<file path="src/rtl/muldiv_seq_if.sv">
// Request/response bundle for the iterative multiply/divide unit.
// The master issues start/op/operands; the slave returns busy/done and results.
interface muldiv_seq_if #(
  parameter int WIDTH = 32
);
  logic             start;
  logic [1:0]       op;
  logic             sgn;
  logic [WIDTH-1:0] a;
  logic [WIDTH-1:0] b;
  logic             busy;
  logic             done;
  logic [WIDTH-1:0] res;
  logic [WIDTH-1:0] hi;

  modport master (
    output start, op, sgn, a, b,
    input  busy, done, res, hi
  );

  modport slave (
    input  start, op, sgn, a, b,
    output busy, done, res, hi
  );
endinterface

</file>
<file path="src/rtl/muldiv_seq.sv">
// Iterative shift-add multiplier and restoring divider sharing one 2*WIDTH
// accumulator; operates on magnitudes and fixes signs in a final cycle.
module muldiv_seq #(
  parameter int WIDTH     = 32,
  parameter bit SIGNED_EN = 1'b1
) (
  input logic         clk,
  input logic         rst_n,
  muldiv_seq_if.slave bus
);

  localparam int CW = (WIDTH > 1) ? $clog2(WIDTH) : 1;
  localparam logic [1:0] OP_MUL = 2'd0;
  localparam logic [1:0] OP_DIV = 2'd1;
  localparam logic [1:0] OP_MOD = 2'd2;

  typedef enum logic [1:0] {
    IDLE,
    RUN,
    FIX
  } state_t;

  state_t             state;
  state_t             state_next;
  logic [CW-1:0]      count;
  logic [1:0]         op_q;
  logic               a_neg;
  logic               b_neg;
  logic               b_zero;
  logic [WIDTH-1:0]   a_raw;
  logic [WIDTH-1:0]   operand;
  logic [2*WIDTH-1:0] acc;
  logic [2*WIDTH-1:0] acc_step;
  logic [2*WIDTH-1:0] product;
  logic [WIDTH-1:0]   addend;
  logic [WIDTH:0]     mul_sum;
  logic [WIDTH:0]     div_trial;
  logic [WIDTH-1:0]   a_mag;
  logic [WIDTH-1:0]   b_mag;
  logic [WIDTH-1:0]   quot;
  logic [WIDTH-1:0]   rem;
  logic [WIDTH-1:0]   res_fix;
  logic [WIDTH-1:0]   hi_fix;
  logic               sgn_eff;
  logic               last_iter;

  assign sgn_eff   = bus.sgn & SIGNED_EN;
  assign a_mag     = (sgn_eff && bus.a[WIDTH-1]) ? -bus.a : bus.a;
  assign b_mag     = (sgn_eff && bus.b[WIDTH-1]) ? -bus.b : bus.b;
  assign last_iter = (count == CW'(WIDTH - 1));

  always_ff @(posedge clk or negedge rst_n) begin
    if (!rst_n) state <= IDLE;
    else        state <= state_next;
  end

  always_comb begin
    state_next = state;
    case (state)
      IDLE:    if (bus.start) state_next = RUN;
      RUN:     if (last_iter) state_next = FIX;
      FIX:     state_next = IDLE;
      default: state_next = IDLE;
    endcase
  end

  // MUL keeps {partial product, remaining multiplier bits}; DIV keeps
  // {partial remainder, dividend bits shifting out / quotient bits shifting in}.
  always_comb begin
    addend    = acc[0] ? operand : '0;
    mul_sum   = {1'b0, acc[2*WIDTH-1:WIDTH]} + {1'b0, addend};
    div_trial = acc[2*WIDTH-1:WIDTH-1] - {1'b0, operand};
    acc_step  = acc;
    if (op_q == OP_MUL)
      acc_step = {mul_sum, acc[WIDTH-1:1]};
    else if (!div_trial[WIDTH])
      acc_step = {div_trial[WIDTH-1:0], acc[WIDTH-2:0], 1'b1};
    else
      acc_step = {acc[2*WIDTH-2:0], 1'b0};
  end

  always_comb begin
    product = (a_neg ^ b_neg) ? -acc : acc;
    quot    = b_zero ? '1    : ((a_neg ^ b_neg) ? -acc[WIDTH-1:0] : acc[WIDTH-1:0]);
    rem     = b_zero ? a_raw : (a_neg ? -acc[2*WIDTH-1:WIDTH] : acc[2*WIDTH-1:WIDTH]);
    res_fix = '0;
    hi_fix  = '0;
    case (op_q)
      OP_MUL: begin
        res_fix = product[WIDTH-1:0];
        hi_fix  = product[2*WIDTH-1:WIDTH];
      end
      OP_DIV: begin
        res_fix = quot;
        hi_fix  = rem;
      end
      OP_MOD: begin
        res_fix = rem;
        hi_fix  = rem;
      end
      default: begin
        res_fix = '0;
        hi_fix  = '0;
      end
    endcase
  end

  // Sign flags already fold in the effective sign mode, so unsigned ops never negate.
  always_ff @(posedge clk or negedge rst_n) begin
    if (!rst_n) begin
      count    <= '0;
      op_q     <= OP_MUL;
      a_neg    <= 1'b0;
      b_neg    <= 1'b0;
      b_zero   <= 1'b0;
      a_raw    <= '0;
      operand  <= '0;
      acc      <= '0;
      bus.busy <= 1'b0;
      bus.done <= 1'b0;
      bus.res  <= '0;
      bus.hi   <= '0;
    end else begin
      bus.done <= 1'b0;
      case (state)
        IDLE: begin
          if (bus.start) begin
            op_q     <= bus.op;
            a_neg    <= sgn_eff & bus.a[WIDTH-1];
            b_neg    <= sgn_eff & bus.b[WIDTH-1];
            b_zero   <= (bus.b == '0);
            a_raw    <= bus.a;
            operand  <= (bus.op == OP_MUL) ? a_mag : b_mag;
            acc      <= {{WIDTH{1'b0}}, (bus.op == OP_MUL) ? b_mag : a_mag};
            count    <= '0;
            bus.busy <= 1'b1;
          end
        end
        RUN: begin
          acc   <= acc_step;
          count <= count + CW'(1);
        end
        FIX: begin
          bus.res  <= res_fix;
          bus.hi   <= hi_fix;
          bus.done <= 1'b1;
          bus.busy <= 1'b0;
        end
        default: ;
      endcase
    end
  end

endmodule

</file>
<file path="src/flat_wrapper.sv">
// flat-port wrapper written by rule: the top's interface ports become plain ports
module muldiv_seq_flat 
#(
  parameter int WIDTH     = 32,
  parameter bit SIGNED_EN = 1'b1
)
  (clk, rst_n, bus_start, bus_op, bus_sgn, bus_a, bus_b, bus_busy, bus_done, bus_res, bus_hi);
  muldiv_seq_if #(.WIDTH(WIDTH)) bus_i ();
  input logic clk;
  input logic rst_n;
  input wire logic [$bits(bus_i.start)-1:0] bus_start;
  input wire logic [$bits(bus_i.op)-1:0] bus_op;
  input wire logic [$bits(bus_i.sgn)-1:0] bus_sgn;
  input wire logic [$bits(bus_i.a)-1:0] bus_a;
  input wire logic [$bits(bus_i.b)-1:0] bus_b;
  output wire logic [$bits(bus_i.busy)-1:0] bus_busy;
  output wire logic [$bits(bus_i.done)-1:0] bus_done;
  output wire logic [$bits(bus_i.res)-1:0] bus_res;
  output wire logic [$bits(bus_i.hi)-1:0] bus_hi;
  assign bus_i.start = bus_start;
  assign bus_i.op = bus_op;
  assign bus_i.sgn = bus_sgn;
  assign bus_i.a = bus_a;
  assign bus_i.b = bus_b;
  assign bus_busy = bus_i.busy;
  assign bus_done = bus_i.done;
  assign bus_res = bus_i.res;
  assign bus_hi = bus_i.hi;
  muldiv_seq #(.WIDTH(WIDTH), .SIGNED_EN(SIGNED_EN)) u_core (.clk(clk), .rst_n(rst_n), .bus(bus_i));
endmodule
</file>
<file path="config.mk">
export PLATFORM = sky130hd
export DESIGN_NAME = muldiv_seq_flat
export DESIGN_NICKNAME = d
export VERILOG_FILES = /design/src/rtl/muldiv_seq_if.sv /design/src/rtl/muldiv_seq.sv /design/src/flat_wrapper.sv
export SDC_FILE = /design/constraint.sdc
export NUM_CORES = 1
export LEC_CHECK = 0
export CORE_MARGIN = 2
export CORE_UTILIZATION = 54
export DETAILED_ROUTE_END_ITERATION = 7
export HOLD_SLACK_MARGIN = 0.03
export PLACE_DENSITY_LB_ADDON = 0.2
export SYNTH_ARGS = -nofsm -noshare
export SYNTH_HDL_FRONTEND = slang
export SYNTH_SLANG_ARGS = --single-unit
export TNS_END_PERCENT = 5
</file>
<file path="constraint.sdc">
create_clock -name clk -period 3.5 [get_ports clk]
set_clock_uncertainty 0.15 [all_clocks]
set_input_delay 0.7 -clock clk [delete_from_list [all_inputs] [get_ports clk]]
set_output_delay 0.7 -clock clk [all_outputs]
set_load 0.05 [all_outputs]
</file>
After elaboration in Yosys (flattened, before gate mapping)
Index checks and enable logic that the tools add are counted.
- word-level logic and storage cells: 68
- register bits: 206
- reduce and logical (&&, ||, !) cells: 13
- bitwise operators: 3
- $add $sub $neg: 8
- equal/unequal tests: 7
- muxes and demuxes: 24
- operator list (cell ; count):
    $mux W32 ; 9
    $mux W64 ; 4
    $neg A32 Y32 ; 4
    $pmux W64 S2 ; 1
    $pmux W32 S3 ; 1
    $neg A64 Y64 ; 1
    $pmux W32 S2 ; 1
    $add A32 B32 Y33 ; 1
    $sub A33 B32 Y33 ; 1
    $logic_not A32 Y1 ; 1
    $pmux W5 S2 ; 1
    $reduce_and A2 Y1 ; 4
    $logic_not A2 Y1 ; 3
    $add A5 B1 Y5 const B ; 1
    $eq A5 B5 Y1 const B ; 1
    $mux W5 ; 1
    $eq A2 B1 Y1 const B ; 2
    $eq A2 B2 Y1 const B ; 2
    $mux W2 ; 2
    $pmux W2 S2 ; 1
    $reduce_bool A2 Y1 ; 2
    $and A1 B1 Y1 ; 2
    $logic_and A1 B1 Y1 ; 2
    $mux W1 ; 2
    other kinds (5) ; 5

Logic depth before layout (Yosys ltp)
Gate-level depths: netlist (run 1).
- word-level depth: 5
- mapped depth: 14

Worst setup path before layout (run 1)
OpenSTA, ideal clock, no wires.
- kind: reg-to-reg
- start point: reg u_core.acc[0]
- end point: reg u_core.acc[61]
- cell stages (with the launch flop): 15
- path buffers: 2
- slack: 163 ps
- data arrival time: 3093 ps
- required time: 3256 ps
- path through: dfrtp_1 -> clkbuf_1 -> inv_1 -> clkbuf_1 -> nor2_1 -> ha_1 -> a21oi_1 -> nor2b_1 -> o311ai_0 -> a21boi_0 -> a211o_1 -> nand4_1 -> a21oi_1 -> a311o_1 -> a211oi_1
- longest elaborated chain between the ends: 4
- RTL lines (item ; RTL line ; RTL):
    start, declared ; muldiv_seq.sv:32 ; logic [2*WIDTH-1:0] acc;
    start signal, assigned ; muldiv_seq.sv:134 ; acc <= {{WIDTH{1'b0}}, (bus.op == OP_MUL) ? b_mag : a_mag};
    start signal, assigned ; muldiv_seq.sv:140 ; acc <= acc_step;
    $mux W32 ; muldiv_seq.sv:70 ; addend = acc[0] ? operand : '0;
    $add A32 B32 Y33 ; muldiv_seq.sv:71 ; mul_sum = {1'b0, acc[2*WIDTH-1:WIDTH]} + {1'b0, addend};
    $mux W64 ; muldiv_seq.sv:74 ; if (op_q == OP_MUL)
    $pmux W64 S2 ; muldiv_seq.sv:125 ; case (state)
No other way between the ends.
A chain may end at the register's enable or synchronous reset.

Worst setup path in the final report (run 1)
- start point: reg u_core.acc[0]
- end point: reg u_core.acc[63]
The elaborated chain is that of the path after synthesis.

==> results of run 1 <==
==> registers in the layout, indices dropped and copies added (netlist names), 2 cells and up <==
register        cells
u_core.a_raw       32
u_core.operand     32
u_core.bus.res     32
u_core.bus.hi      32
u_core.count        5
u_core.op_q         2
u_core.state        2
u_core.acc         64
==> area by class of cell <==
cell class                 count  area share
inverter                      68     0.01241
clock inverter                13    0.006268
multi-input combinational   1722      0.5256
tap                          396     0.02387
sequential                   206      0.2484
clock buffer                  32     0.03285
timing repair buffer         357      0.1507
==> worst register-to-register path: stages, from the launching register on <==
cell and delay [ns]:
dfrtp_1 0.41, and2_1 0.15, ha_1 0.20, inv_1 0.07
fa_1 0.39, nand2b_1 0.18, a21oi_1 0.25, o311ai_2 0.15
a21oi_1 0.18, buf_4 0.14, o2111ai_1 0.22, a31oi_1 0.31
a31oi_1 0.13, a2111oi_0 0.40
==> through the flow <==
stage	cells	power, µW	hold WS [ns]	area (µm²)	TNS, ns
after floorplan	2150	14350	0.2544	16830	0
after global placement	2747	19660	0.3100	19870	-1.118
after detailed placement	2747	19900	0.3132	19870	-1.610
after CTS	2793	22610	0.3277	20690	0
after global routing	2794	24670	0.3467	20760	-0.1210
final	2794	23160	0.3275	20760	0
==> where the power goes <==
part / switching, µW / leakage [µW] / total [µW] / internal [µW]
logic: 9690 / 0.00606 / 16300 / 6610
clock network: 1110 / 0.000401 / 2640 / 1530
registers: 900 / 0.00256 / 4220 / 3320
==> routing by layer <==
metal | global-route usage | vias up | wire length, µm
met5 | 0 | - | 0
met4 | 0.1713 | 0 | 3042
met3 | 0.05719 | 188 | 6119
met2 | 0.6011 | 1026 | 28850
met1 | 0.5369 | 8475 | 26530
li1 | - | 8185 | -
==> cells by family (layout without fill, tap and decap cells) <==
family / after synthesis / count (layout) / synth area share
AND/OR/NAND/NOR: 709 / 709 / 0.1920
adder cells (fa/ha/maj): 76 / 76 / 0.05739
buffers and inverters: 222 / 470 / 0.05130
multiplexers: 41 / 41 / 0.02446
flip-flops: 206 / 206 / 0.3063
XOR/XNOR: 203 / 203 / 0.1056
AO/OA/AOI/OAI: 693 / 693 / 0.2630
==> final timing paths <==
check,startpoint,endpoint,slack (ns),depth (start not counted)
worst min register to register,u_core.bus.hi[0]$_DFFE_PN0P_,u_core.bus.hi[0]$_DFFE_PN0P_,0.33,2
worst min-delay path,u_core.bus.hi[0]$_DFFE_PN0P_,u_core.bus.hi[0]$_DFFE_PN0P_,0.33,2
min in group asynchronous,rst_n,u_core.bus.hi[10]$_DFFE_PN0P_,0.57,2
worst max register to register,u_core.acc[0]$_DFFE_PN0P_,u_core.acc[63]$_DFFE_PN0P_,0.002,13
max in group asynchronous,rst_n,u_core.acc[36]$_DFFE_PN0P_,1.78,3
worst max-delay path,u_core.acc[0]$_DFFE_PN0P_,u_core.acc[63]$_DFFE_PN0P_,0.002,13
==> placed cells by master (no fill, tap or decap), drive strengths merged, types with 31 or more instances in the layout <==
cell type	synthesis	layout
o21ai	168	168
clkdlybuf4s50	0	134
o31ai	31	31
inv	68	70
nand2	296	296
o211ai	41	41
ha	74	74
dfrtp	206	206
buf	29	221
a211oi	38	38
a21oi	205	205
a21o	31	31
o221ai	38	38
nor2	194	194
clkbuf	125	33
mux2i	40	40
xnor2	117	117
nand3	32	32
xor2	86	86
==> what timing repair did <==
item                       CTS  global route
setup endpoints to repair    4            18
hold endpoints to repair    48             0
setup buffers                0             1
hold buffers                 1             0
pin swaps                    0             2
cloned                       0             0
resized for setup            2            17
==> out/metrics.csv, run 1 <==
metric;value;unit
dieArea;32590;µm²
drc;0;
drive_above_1_share;0.1318;
crit_chain;and2_1 > ha_1 > inv_1 > fa_1 > nand2b_1 > a21oi_1 > o311ai_2 > a21oi_1 > buf_4 > o2111ai_1 > a31oi_1 > a31oi_1 > a2111oi_0;
synth_common_cells;nand2_1 (295), dfrtp_1 (206), a21oi_1 (204);
cts_made_buffers;25;
ant_nets;0;
max_stage_delay;0.41;ns
routed_wl;64.54;mm
grt_pass1_wl;99.17;mm
relSlewSlack;0.3607;
root_buffer;clkbuf_16;
ys_top_cells_by_area;dfrtp_1 (31%), nand2_1 (6.6%), xnor2_1 (6.1%);
synth_area_per_cell;7.828;µm²
clock_latency;0.55;ns
worstSetupPathType;reg -> reg;
drt-pass1-iter-count;8;
fin_crit_sh;0.9994;
cp-start-kind;register;
fmax;0.2859;GHz
setup_viol;0;
clockBufferDepth;3;
cellPowerDensity;1116;nW/µm²
place_ws;-0.1914;ns
h-tree-depth;1;
antenna_found_initial;0;
first_global_vias;16909;
clkTransAtPathRegs;0.06;ns
regArea;5156;µm²
peakVddDrop;0.8106;mV
cp_slowest_cell;dfrtp_1;
gp_congestion;1.006;
crit_arrival;3.74;ns
worstHoldPathType;reg -> reg;
slew_viol_final;0;
worst-path-buf-inv;2;
syn_nets;2296;
yosys_warnings;0;
start_util;0.5488;
post_drt_wl_per_cell;23.10;µm
fp.coreArea;30670;µm²
syn_inst;2150;
nNetsFinal;2526;
cts_tree;yes;
grt_max_degree;102;
yosys.area.top_type_share;0.3063;
setup_ws;0.002115;ns
rsz0062_at_grt;true;
antenna_cells;0;
multiInputGateArea;10910;µm²
dp_hpwl;50.40;mm
status;completed;
drt_iter0_markers;1962;
syn_to_final_growth;23.36;%
hold_viol;0;
worstMarginPinSlew;0.9567;ns
gr-total-overflow;0;
synth_edf_count;0;
maxCapViolations;0;
total_leakage_power;0.009020;µW
worstPathMaxFanout;3;
ios;136;
synth.cell_area;16830;µm²
synthArstFlopShare;1.000;
rows;64;
dieWidth;180.5;µm
fp.dieH;180.5;µm
vias_per_cell;6.397;
synth_cell_types;82;
num_vias;17874;
yosysMostFrequentCell;nand2_1;
fin_util;0.6769;
portBuffers;135;
yosysSeqAreaShare;0.3063;
synth_top_cell_by_area;dfrtp_1;
crit_family;compound AO/OA/AOI/OAI gates;
end_kind;register;
finalCriticalPeriod;3.498;ns
ys_seq_elements;206;
fillers;2660;
grt_usage;0.3871;
cp.required;3.75;ns
cts_sinks;206;
synthFlopType;dfrtp_1;
Note: power is estimated with default switching activity, not from simulation.
==> inputs of run 2 (changes only) <==
--- a/config.mk
+++ b/config.mk
@@ -6,7 +6,7 @@
 export NUM_CORES = 1
 export LEC_CHECK = 0
 export CORE_MARGIN = 2
-export CORE_UTILIZATION = 54
+export CORE_UTILIZATION = 45
 export DETAILED_ROUTE_END_ITERATION = 7
 export HOLD_SLACK_MARGIN = 0.03
 export PLACE_DENSITY_LB_ADDON = 0.2
==> run 2 against run 1 <==
  * Combinational power about the same
  * Flip-flop and latch count is the same
  * Non-clock buffer count is 9 higher
  * Critical path depth shrank 4
  * Cell area rose by 0.87%
  * Largest power group unchanged
  * Via count down 2.3%
  * Register-to-register slack better by 0.12 ns
  * Setup slack improved by 0.12 ns
==> out/metrics.csv, run 2 (synthesis gave the netlist of run 1 again) <==
metric;value;unit
antenna_cells;0;
top_register;u_core.acc;
cellPowerDensity;1101;nW/µm²
drc;0;
routed_wl;64.97;mm
hold_slack;0.3272;ns
drt_iter0_markers;2183;
final_cell_mix;nand2_1 (294), buf_4 (221), dfrtp_1 (205);
rows;70;
final_area;20940;µm²
cts_made_buffers;25;
setup_viol;0;
ios;136;
relSlewSlack;0.3351;
worstMarginPinSlew;0.9949;ns
ant_nets;0;
grt_pass1_wl;99.32;mm
antenna_found_initial;2;
cp.required;3.74;ns
portBuffers;135;
start_util;0.4586;
nNetsFinal;2535;
syn_to_final_growth;24.44;%
place_inst;2829;
largest_reg_flops;64;
worstSetupPathType;reg -> reg;
fp.coreArea;36700;µm²
finalCriticalPeriod;3.381;ns
dp_hpwl;50.87;mm
fmax;0.2958;GHz
layoutNonFillerInstCount;2874;
grt_max_degree;102;
rsz0062_at_grt;true;
dieArea;38960;µm²
setup_ws;0.1191;ns
drt-pass1-iter-count;5;
gr-total-overflow;0;
drive_above_1_share;0.1359;
status;completed;
cp-start-kind;register;
worstHoldPathType;reg -> reg;
fillers;3463;
grt_usage;0.3308;
slew_viol_final;0;
reg2reg_slack;0.12;ns
h-tree-depth;1;
root_buffer;clkbuf_16;
maxCapViolations;0;
fp.dieH;197.4;µm
fin_crit_sh;0.9660;
p_total;23060;µW
clkTransAtPathRegs;0.06;ns
gp_congestion;0.9798;
postPlaceCellArea;20020;µm²
dieWidth;197.4;µm
cts_tree;yes;
hold_viol;0;
place_ws;-0.1198;ns
num_vias;17470;
post_drt_wl_per_cell;22.61;µm
first_global_vias;17035;
clock_latency;0.56;ns
vias_per_cell;6.079;
end_kind;register;
peakVddDrop;0.5801;mV
total_leakage_power;0.009076;µW
worstPathMaxFanout;13;
cts_sinks;206;
clockBufferDepth;3;
crit_arrival;3.62;ns
final_common_cell;nand2_1;
[run 2: cell type report]
class                           count  area [µm²]  share of cell area
Clock buffer                       36       726.9             0.03471
Clock inverter                      8       101.3            0.004839
Inverter                           68       255.2             0.01219
Multi-Input combinational cell   1722       10930              0.5219
Sequential cell                   206        5156              0.2462
Tap cell                          468       585.6             0.02796
Timing Repair Buffer              366        3187              0.1522
[run 2: layer usage]
layer | track usage | part of all wire | up-vias
li1 | - | - | 8200
met1 | 0.4615 | 0.44 | 8423
met2 | 0.5304 | 0.45 | 725
met3 | 0.03432 | 0.070 | 122
met4 | 0.1242 | 0.037 | 0
met5 | 0 | 0 | -
[run 2: final timing paths]
kind | from | end | cells past startpoint
setup / recovery | u_core.acc[6]$_DFFE_PN0P_ | u_core.bus.hi[29]$_DFFE_PN0P_ | 9
min in group asynchronous | rst_n | u_core.bus.hi[30]$_DFFE_PN0P_ | 2
setup reg to reg | u_core.acc[6]$_DFFE_PN0P_ | u_core.bus.hi[29]$_DFFE_PN0P_ | 9
hold / removal | u_core.bus.res[8]$_DFFE_PN0P_ | u_core.bus.res[8]$_DFFE_PN0P_ | 2
hold reg to reg | u_core.bus.res[8]$_DFFE_PN0P_ | u_core.bus.res[8]$_DFFE_PN0P_ | 2
max in group asynchronous | rst_n | u_core.acc[36]$_DFFE_PN0P_ | 3
[run 2: through the flow]
stage	util	TNS, ns
finish	0.5707	0
global route	0.5707	-0.02415
CTS	0.5684	0
detailed placement	0.5456	-0.6880
global placement	0.5456	-0.3432
floorplan	-	0
[run 2: power by group]
group          leakage [µW]  total, µW  switching (µW)  internal (µW)
Combinational       0.00612      16100            9510           6580
Sequential          0.00256       4280             970           3310
Clock              0.000398       2680            1100           1580
[run 2: critical path, stage by stage, from the launching register on]
cell	delay, ns
dfrtp_1	0.44
or4_1	0.60
or3_4	0.39
nor3b_2	0.30
and3_2	0.30
nand2_2	0.25
o21ai_1	0.31
o21ai_0	0.16
xnor2_1	0.20
o221ai_1	0.13
[run 2: timing repair]
item                                    CTS  global route
setup buffers                             0             0
pin swaps                                 0             4
hold buffers                              1             0
hold endpoints to repair                 58             0
gates cloned                              0             0
endpoints found under the setup margin    3            23
resized for setup                         2            22
